--- src/rtl/rvtu_mem_arb_pkg.sv ---
// Shared types and helpers for the RVTU memory arbiter: FSM state, transaction owner and the
// registered bus command.
package rvtu_mem_arb_pkg;

  localparam int unsigned XLen = 32;

  typedef enum logic [1:0] {IDLE, REQ, WAIT} memArbState_t;
  typedef enum logic {OWN_F, OWN_D} memArbOwner_t;

  typedef struct packed {
    logic            we;
    logic [3:0]      wmask;
    logic [XLen-1:0] addr;
    logic [XLen-1:0] wdata;
  } mem_arb_cmd_t;

  // Fetches are always word-aligned full-word reads.
  function automatic mem_arb_cmd_t fetch_cmd(input logic [XLen-1:0] addr);
    mem_arb_cmd_t cmd;
    cmd.we    = 1'b0;
    cmd.wmask = 4'hF;
    cmd.addr  = addr & ~32'h3;
    cmd.wdata = '0;
    return cmd;
  endfunction

endpackage

--- src/rtl/rvtu_mem_arb_if.sv ---
// External memory bus: one command/grant handshake and a response-valid/data return path.
interface rvtu_mem_arb_if;
  import rvtu_mem_arb_pkg::*;

  logic            b_req;
  logic            b_we;
  logic [3:0]      b_wmask;
  logic [XLen-1:0] b_addr;
  logic [XLen-1:0] b_wdata;
  logic            b_gnt;
  logic            b_rvalid;
  logic [XLen-1:0] b_rdata;

  modport master (
    output b_req, b_we, b_wmask, b_addr, b_wdata,
    input  b_gnt, b_rvalid, b_rdata
  );

  modport slave (
    input  b_req, b_we, b_wmask, b_addr, b_wdata,
    output b_gnt, b_rvalid, b_rdata
  );

endinterface

--- src/rtl/rvtu_mem_arb.sv ---
// Arbitrates the always-requesting fetch port and the data port onto one bus with a single
// outstanding transaction; responses return as one-cycle pulses to the owning port.
module rvtu_mem_arb
  import rvtu_mem_arb_pkg::*;
#(
  parameter bit rr_en = 1'b1
) (
  input  logic            clk,
  input  logic            rst_n,
  input  logic [XLen-1:0] f_addr,
  output logic [XLen-1:0] f_rdata,
  output logic            f_resp,
  input  logic            d_req,
  input  logic            d_we,
  input  logic [3:0]      d_wmask,
  input  logic [XLen-1:0] d_addr,
  input  logic [XLen-1:0] d_wdata,
  output logic [XLen-1:0] d_rdata,
  output logic            d_resp,
  rvtu_mem_arb_if.master  bus
);

  memArbState_t state_q, state_d;
  memArbOwner_t owner_q, owner_d;
  memArbOwner_t last_q, last_d;
  mem_arb_cmd_t cmd_q, cmd_d;
  logic         b_req_q, b_req_d;

  logic grant, pick_d, rsp;

  // A response cycle doubles as the next grant point, giving one transaction per 2 cycles.
  assign rsp    = (state_q == WAIT) && bus.b_rvalid;
  assign grant  = (state_q == IDLE) || rsp;
  assign pick_d = rr_en ? (d_req && (last_q == OWN_F)) : d_req;

  always_comb begin
    state_d = state_q;
    owner_d = owner_q;
    last_d  = last_q;
    cmd_d   = cmd_q;
    b_req_d = b_req_q;
    unique case (state_q)
      IDLE, WAIT: begin
        if (grant) begin
          owner_d = pick_d ? OWN_D : OWN_F;
          last_d  = owner_d;
          cmd_d   = pick_d ? '{we: d_we, wmask: d_wmask, addr: d_addr, wdata: d_wdata}
                           : fetch_cmd(f_addr);
          state_d = REQ;
          b_req_d = 1'b1;
        end
      end
      REQ: begin
        if (bus.b_gnt) begin
          state_d = WAIT;
          b_req_d = 1'b0;
        end
      end
      default: begin
        state_d = IDLE;
        b_req_d = 1'b0;
      end
    endcase
  end

  always_ff @(posedge clk or negedge rst_n) begin
    if (!rst_n) begin
      state_q <= IDLE;
      owner_q <= OWN_F;
      last_q  <= OWN_D;
      cmd_q   <= '0;
      b_req_q <= 1'b0;
    end else begin
      state_q <= state_d;
      owner_q <= owner_d;
      last_q  <= last_d;
      cmd_q   <= cmd_d;
      b_req_q <= b_req_d;
    end
  end

  assign bus.b_req   = b_req_q;
  assign bus.b_we    = cmd_q.we;
  assign bus.b_wmask = cmd_q.wmask;
  assign bus.b_addr  = cmd_q.addr;
  assign bus.b_wdata = cmd_q.wdata;

  assign f_resp  = rsp && (owner_q == OWN_F);
  assign d_resp  = rsp && (owner_q == OWN_D);
  assign f_rdata = bus.b_rdata;
  assign d_rdata = bus.b_rdata;

endmodule

--- src/flat_wrapper.sv ---
// flat-port wrapper written by rule: the top's interface ports become plain ports
module rvtu_mem_arb_flat import rvtu_mem_arb_pkg::*;
#(
  parameter bit rr_en = 1'b1
)
  (clk, rst_n, f_addr, f_rdata, f_resp, d_req, d_we, d_wmask, d_addr, d_wdata, d_rdata, d_resp, bus_b_req, bus_b_we, bus_b_wmask, bus_b_addr, bus_b_wdata, bus_b_gnt, bus_b_rvalid, bus_b_rdata);
  rvtu_mem_arb_if bus_i ();
  input  logic clk;
  input  logic rst_n;
  input  logic [XLen-1:0] f_addr;
  output logic [XLen-1:0] f_rdata;
  output logic f_resp;
  input  logic d_req;
  input  logic d_we;
  input  logic [3:0] d_wmask;
  input  logic [XLen-1:0] d_addr;
  input  logic [XLen-1:0] d_wdata;
  output logic [XLen-1:0] d_rdata;
  output logic d_resp;
  output wire logic [$bits(bus_i.b_req)-1:0] bus_b_req;
  output wire logic [$bits(bus_i.b_we)-1:0] bus_b_we;
  output wire logic [$bits(bus_i.b_wmask)-1:0] bus_b_wmask;
  output wire logic [$bits(bus_i.b_addr)-1:0] bus_b_addr;
  output wire logic [$bits(bus_i.b_wdata)-1:0] bus_b_wdata;
  input wire logic [$bits(bus_i.b_gnt)-1:0] bus_b_gnt;
  input wire logic [$bits(bus_i.b_rvalid)-1:0] bus_b_rvalid;
  input wire logic [$bits(bus_i.b_rdata)-1:0] bus_b_rdata;
  assign bus_b_req = bus_i.b_req;
  assign bus_b_we = bus_i.b_we;
  assign bus_b_wmask = bus_i.b_wmask;
  assign bus_b_addr = bus_i.b_addr;
  assign bus_b_wdata = bus_i.b_wdata;
  assign bus_i.b_gnt = bus_b_gnt;
  assign bus_i.b_rvalid = bus_b_rvalid;
  assign bus_i.b_rdata = bus_b_rdata;
  rvtu_mem_arb #(.rr_en(rr_en)) u_core (.clk(clk), .rst_n(rst_n), .f_addr(f_addr), .f_rdata(f_rdata), .f_resp(f_resp), .d_req(d_req), .d_we(d_we), .d_wmask(d_wmask), .d_addr(d_addr), .d_wdata(d_wdata), .d_rdata(d_rdata), .d_resp(d_resp), .bus(bus_i));
endmodule
--- config.mk ---
export PLATFORM = sky130hd
export DESIGN_NAME = rvtu_mem_arb_flat
export DESIGN_NICKNAME = d
export VERILOG_FILES = /design/src/rtl/rvtu_mem_arb_pkg.sv /design/src/rtl/rvtu_mem_arb_if.sv /design/src/rtl/rvtu_mem_arb.sv /design/src/flat_wrapper.sv
export SDC_FILE = /design/constraint.sdc
export NUM_CORES = 1
export LEC_CHECK = 0
export CAP_MARGIN = 20
export CORE_MARGIN = 3
export CORE_UTILIZATION = 35
export DETAILED_ROUTE_END_ITERATION = 7
export GPL_ROUTABILITY_DRIVEN = 0
export PLACE_DENSITY = 0.79
export SKIP_CTS_REPAIR_TIMING = 1
export SYNTH_ARGS = -nofsm -noshare
export SYNTH_HDL_FRONTEND = slang
export SYNTH_SLANG_ARGS = --single-unit
--- constraint.sdc ---
create_clock -name clk -period 1.85 [get_ports clk]
set_input_delay 0.37 -clock clk [delete_from_list [all_inputs] [get_ports clk]]
set_output_delay 0.37 -clock clk [all_outputs]
set_load 0.01 [all_outputs]
### Yosys cells after proc, flatten, opt, wreduce, memory -nomap -nowiden

Index checks and enable logic that the tools add are counted.

* word-level logic and storage cells: 31
* input bits: 138
* output and inout bits: 136
* bits in registers: 74

* mux-type cells: 8
* reductions and logical operators: 9
* bitwise gates (word level): 2
* eq/ne operators: 4

Operator list (number)
* $mux W69: 1
* $logic_and A1 B1 Y1: 4
* $mux W2: 2
* $pmux W2 S2: 1
* $reduce_and A2 Y1: 2
* $mux W1: 3
* $eq A2 B1 Y1 const B: 1
* $eq A2 B2 Y1 const B: 1
* $logic_not A2 Y1: 1
* $ne A2 B1 Y1 const B: 1
* $ne A2 B2 Y1 const B: 1
* $not A1 Y1: 2
* $pmux W1 S2: 1
* $reduce_or A2 Y1: 1
* $logic_or A1 B1 Y1: 1

### Longest topological paths before layout

* word-level depth: 5
* gate-level depth with buffers: 6

### Worst setup path before layout

OpenSTA, ideal clock, no wires.

* path type: reg-to-reg
* start point: register u_core.last_q
* end point: register u_core.cmd_q (netlist bit u_core.bus.b_addr[5])
* stages on the path, launching flop included: 6
* setup slack: 370 ps
* data arrival time: 1355 ps
* period minus slack after synthesis: 1480 ps
* cells stage by stage: dfstp_2 > nor2b_1 > buf_6 > buf_6 > mux2_4 > mux2_4

* cells in the longest elaborated chain, start to end: 3

Ends and longest elaborated chain
* start: declaration: line rvtu_mem_arb.sv:25 `memArbOwner_t last_q, last_d;`
* start signal: assignment: line rvtu_mem_arb.sv:76 `last_q <= last_d;`
* $not A1 Y1: line rvtu_mem_arb.sv:34 `assign pick_d = rr_en ? (d_req && (last_q == OWN_F)) : d_req;`
* $logic_and A1 B1 Y1: line rvtu_mem_arb.sv:34
* $mux W69: line rvtu_mem_arb.sv:47 `cmd_d = pick_d ? '{we: d_we, wmask: d_wmask, addr: d_addr, wdata: d_wdata}`
* end signal: assignment: line rvtu_mem_arb.sv:77 `cmd_q <= cmd_d;`
* end: declaration: line rvtu_mem_arb.sv:26 `mem_arb_cmd_t cmd_q, cmd_d;`

Every way passes these cells.
A chain may end at the register's enable or synchronous reset.

==> impl_metrics.toml <==
[status]
outcome = "finished clean"

[logic_synthesis]
synth_adder_area_share_pct = 0
synth_area_um2 = 4030
synth_simple_gate_area_share_pct = 4.62
synth_seq_area_share_pct = 45.3
synth_top_family_by_area = "multiplexers"
synth.net_count = 476
ys_seq_elements = 73
yosysWarnings = 0
distinct_cell_type_count_after_synthesis = 17
synth_mux_area_share_pct = 31.4
post_synthesis_share_of_cell_area_spent_on_xor_and_xnor_gates_pct = 0
synth_compound_gate_area_share_pct = 0.527
syn_inst = 338
syn-mean-instance-area_um2 = 11.9

[run]
cap_violations = 0

[global_routing]
groute.usage.overall_pct = 15.6
first_pass_grt_wire_length_um = 15700
number_of_antenna_violations_at_the_first_check_in_global_routing = 0
layer_with_the_highest_usage = "met2"
first_global_vias = 3106
groute.layer.met1.usage_pct = 16.3
use_met3_pct = 6.74
met2_track_demand_over_resource_pct = 27.2
grt_overflow = 0
largest_net_degree_at_the_start_of_global_routing = 33

[timing]
worst_slew_pin_slew_ns = 0.336
final.period_utilization_pct = 94.7
finalCriticalPeriod_ns = 1.75
fin_worst_skew_ns = 0.00568
rsz_0062_raised_after_global_routing = "no"
final_max_slew_viol_count = 0
worst_slew_margin_rel_pct = 77.6
timing.final.setup_violations = 0
achievable-frequency_mhz = 571
hold_viol = 0

[layout]
final_cell_mix = "172 x sky130_fd_sc_hd__clkdlybuf4s50_1, 72 x sky130_fd_sc_hd__dfrtp_1, 46 x sky130_fd_sc_hd__mux2_4, 37 x sky130_fd_sc_hd__nand2_1, 36 x sky130_fd_sc_hd__inv_1"
fillerInstances = 976
layout.area.seq_um2 = 1830
n_antenna_cell = 0
layout_nets = 605
final_cell_area_um2 = 5880
final_layout_size_suffix_gt1_share_pct = 22.9
final_core_util_pct = 53.3
layout.cells.most_common = "sky130_fd_sc_hd__clkdlybuf4s50_1"
synthToLayoutAreaGrowth_pct = 45.7
multiInputGateArea_um2 = 1500

[die]
core_area_um2 = 11000
rows = 38
die_area_um2 = 12800
boundaryPins = 274
floorplan.die.height_um = 113
initial_core_util_pct = 36.6
die_width_um = 113

[clock_tree]
worst_setup_hold_path_clk_slew_ns = 0.06
cts_made_buffers = 9
root_buffer = "sky130_fd_sc_hd__clkbuf_16"
clock-sinks = 73
cts_tree = "done"
worstSkewPairLatency_ns = 0.33
h-tree-depth = 3
cts_buffer_depth = 2

[placement]
port_buffers = 175
place.detailed.hpwl_um = 7370
placed_cell_areas_um2 = 5580

[power_and_ir_drop]
vdd_ir_drop_max_mv = 0.923
power.density_nw_per_um2 = 1570
p_leak_uw = 0.00264

[setup_path]
reg2regPathDepth = 4
crit_chain = "clkdlybuf4s50_1"
path_buf_inv = 1
cp-start-kind = "flip-flop"
crit_type = "flip-flop to output pin"
r2r-end = "u_core.bus.b_addr[4]"
critical_path.startpoint = "u_core.state_q[0]"
crit_path_max_incr_delay_ns = 0.60
timing.rr.start = "u_core.last_q"
critical-path-top-delay-family = "buffers and inverters"
crit_required_ns = 1.48
regToRegSetupSlack_ns = 0.31
critPathArrivalTime_ns = 1.38
worst_setup_path_end_kind = "output pin"
path_max_fanout = 4
cp_slowest_cell = "sky130_fd_sc_hd__clkdlybuf4s50_1"

[route]
final_antenna_net_count = 0
route.detailed.vias_per_inst = 4.43
drt_pre_antenna_iters = 5
routed-via-count = 2710
avgRoutedWirePerCell_um = 15.8
number_of_drc_markers_in_iteration_0 = 85
drt-total-wl_um = 9700
drc = 0

[min_path]
hold_path.class = "input pin to asynchronous set/reset pin"
[worst max path at each step]
stage / to / slack (ns) / cells after the start
2_1_floorplan: u_core.bus.b_addr[5] / 0.37 / 5
3_3_place_gp: u_core.bus.b_addr[4] / -0.17 / 5
3_5_place_dp: u_core.bus.b_addr[3] / -0.23 / 5
4_1_cts: f_resp / -0.27 / 4
5_1_grt: bus_b_req / 0.04 / 1
6_report: bus_b_req / 0.1 / 1
[cell usage after synthesis, drive strengths merged]
master / number / area (µm²)
nand2b: 4 / 25.0
inv: 36 / 135
o2bb2ai: 1 / 8.76
nand2: 37 / 139
mux2: 66 / 916
dfrtp: 72 / 1800
buf: 80 / 596
and3: 1 / 6.26
o21bai: 1 / 7.51
nor2b: 2 / 12.5
dfstp: 1 / 26.3
nor2: 1 / 3.75
mux2i: 35 / 350
a21oi: 1 / 5.00
[cell type report]
cell class              count  share of cell area (%)
clock buffers              11                    4.13
multi-input cells         149                    25.4
repair buffers            198                    33.5
inverters                  36                    2.30
flip-flops and latches     73                    31.1
well taps                 140                    2.98
clock inverters             5                   0.554
[cell families after synthesis]
| logic type | count (synthesis) |
|---|---|
| buffers and inverters | 116 |
| muxes | 101 |
| DFF | 73 |
| and+or+nand+nor | 45 |
| AOI/OAI and AO/OA | 3 |
[through the flow]
step                      worst slack [ns]  total power [µW]  std cells  TNS (ns)  hold slack [ns]
final                               0.0977              9250        612         0            0.484
after global routing                0.0445              9820        612         0            0.490
after CTS                           -0.271              9410        611    -0.539          -0.0987
after detailed placement            -0.228              7720        595     -8.01            0.276
after global placement              -0.173              7590        595     -5.37            0.271
after floorplan                      0.370              5380        338         0           0.0744
[power by group]
| part | internal [µW] | switching (µW) |
|---|---|---|
| Combinational | 2950 | 1830 |
| Clock | 941 | 650 |
| Sequential | 2420 | 457 |
| Total | 6310 | 2930 |
[per-layer routing]
layer,up-vias,part of all wire [%]
li1,1280,-
met1,1280,37
met2,117,51
met3,33,8.5
met4,0,3.1
met5,-,0
[flip-flops by register name (all words and copies together) (netlist names)]
| signal | cells |
|---|---|
| u_core.bus.b_wmask | 4 |
| u_core.bus.b_we | 1 |
| u_core.bus.b_wdata | 32 |
| u_core.last_q | 1 |
| u_core.bus.b_addr | 32 |
| u_core.owner_q | 1 |
| u_core.state_q | 2 |
No activity file was read; power rests on OpenSTA's default activity.
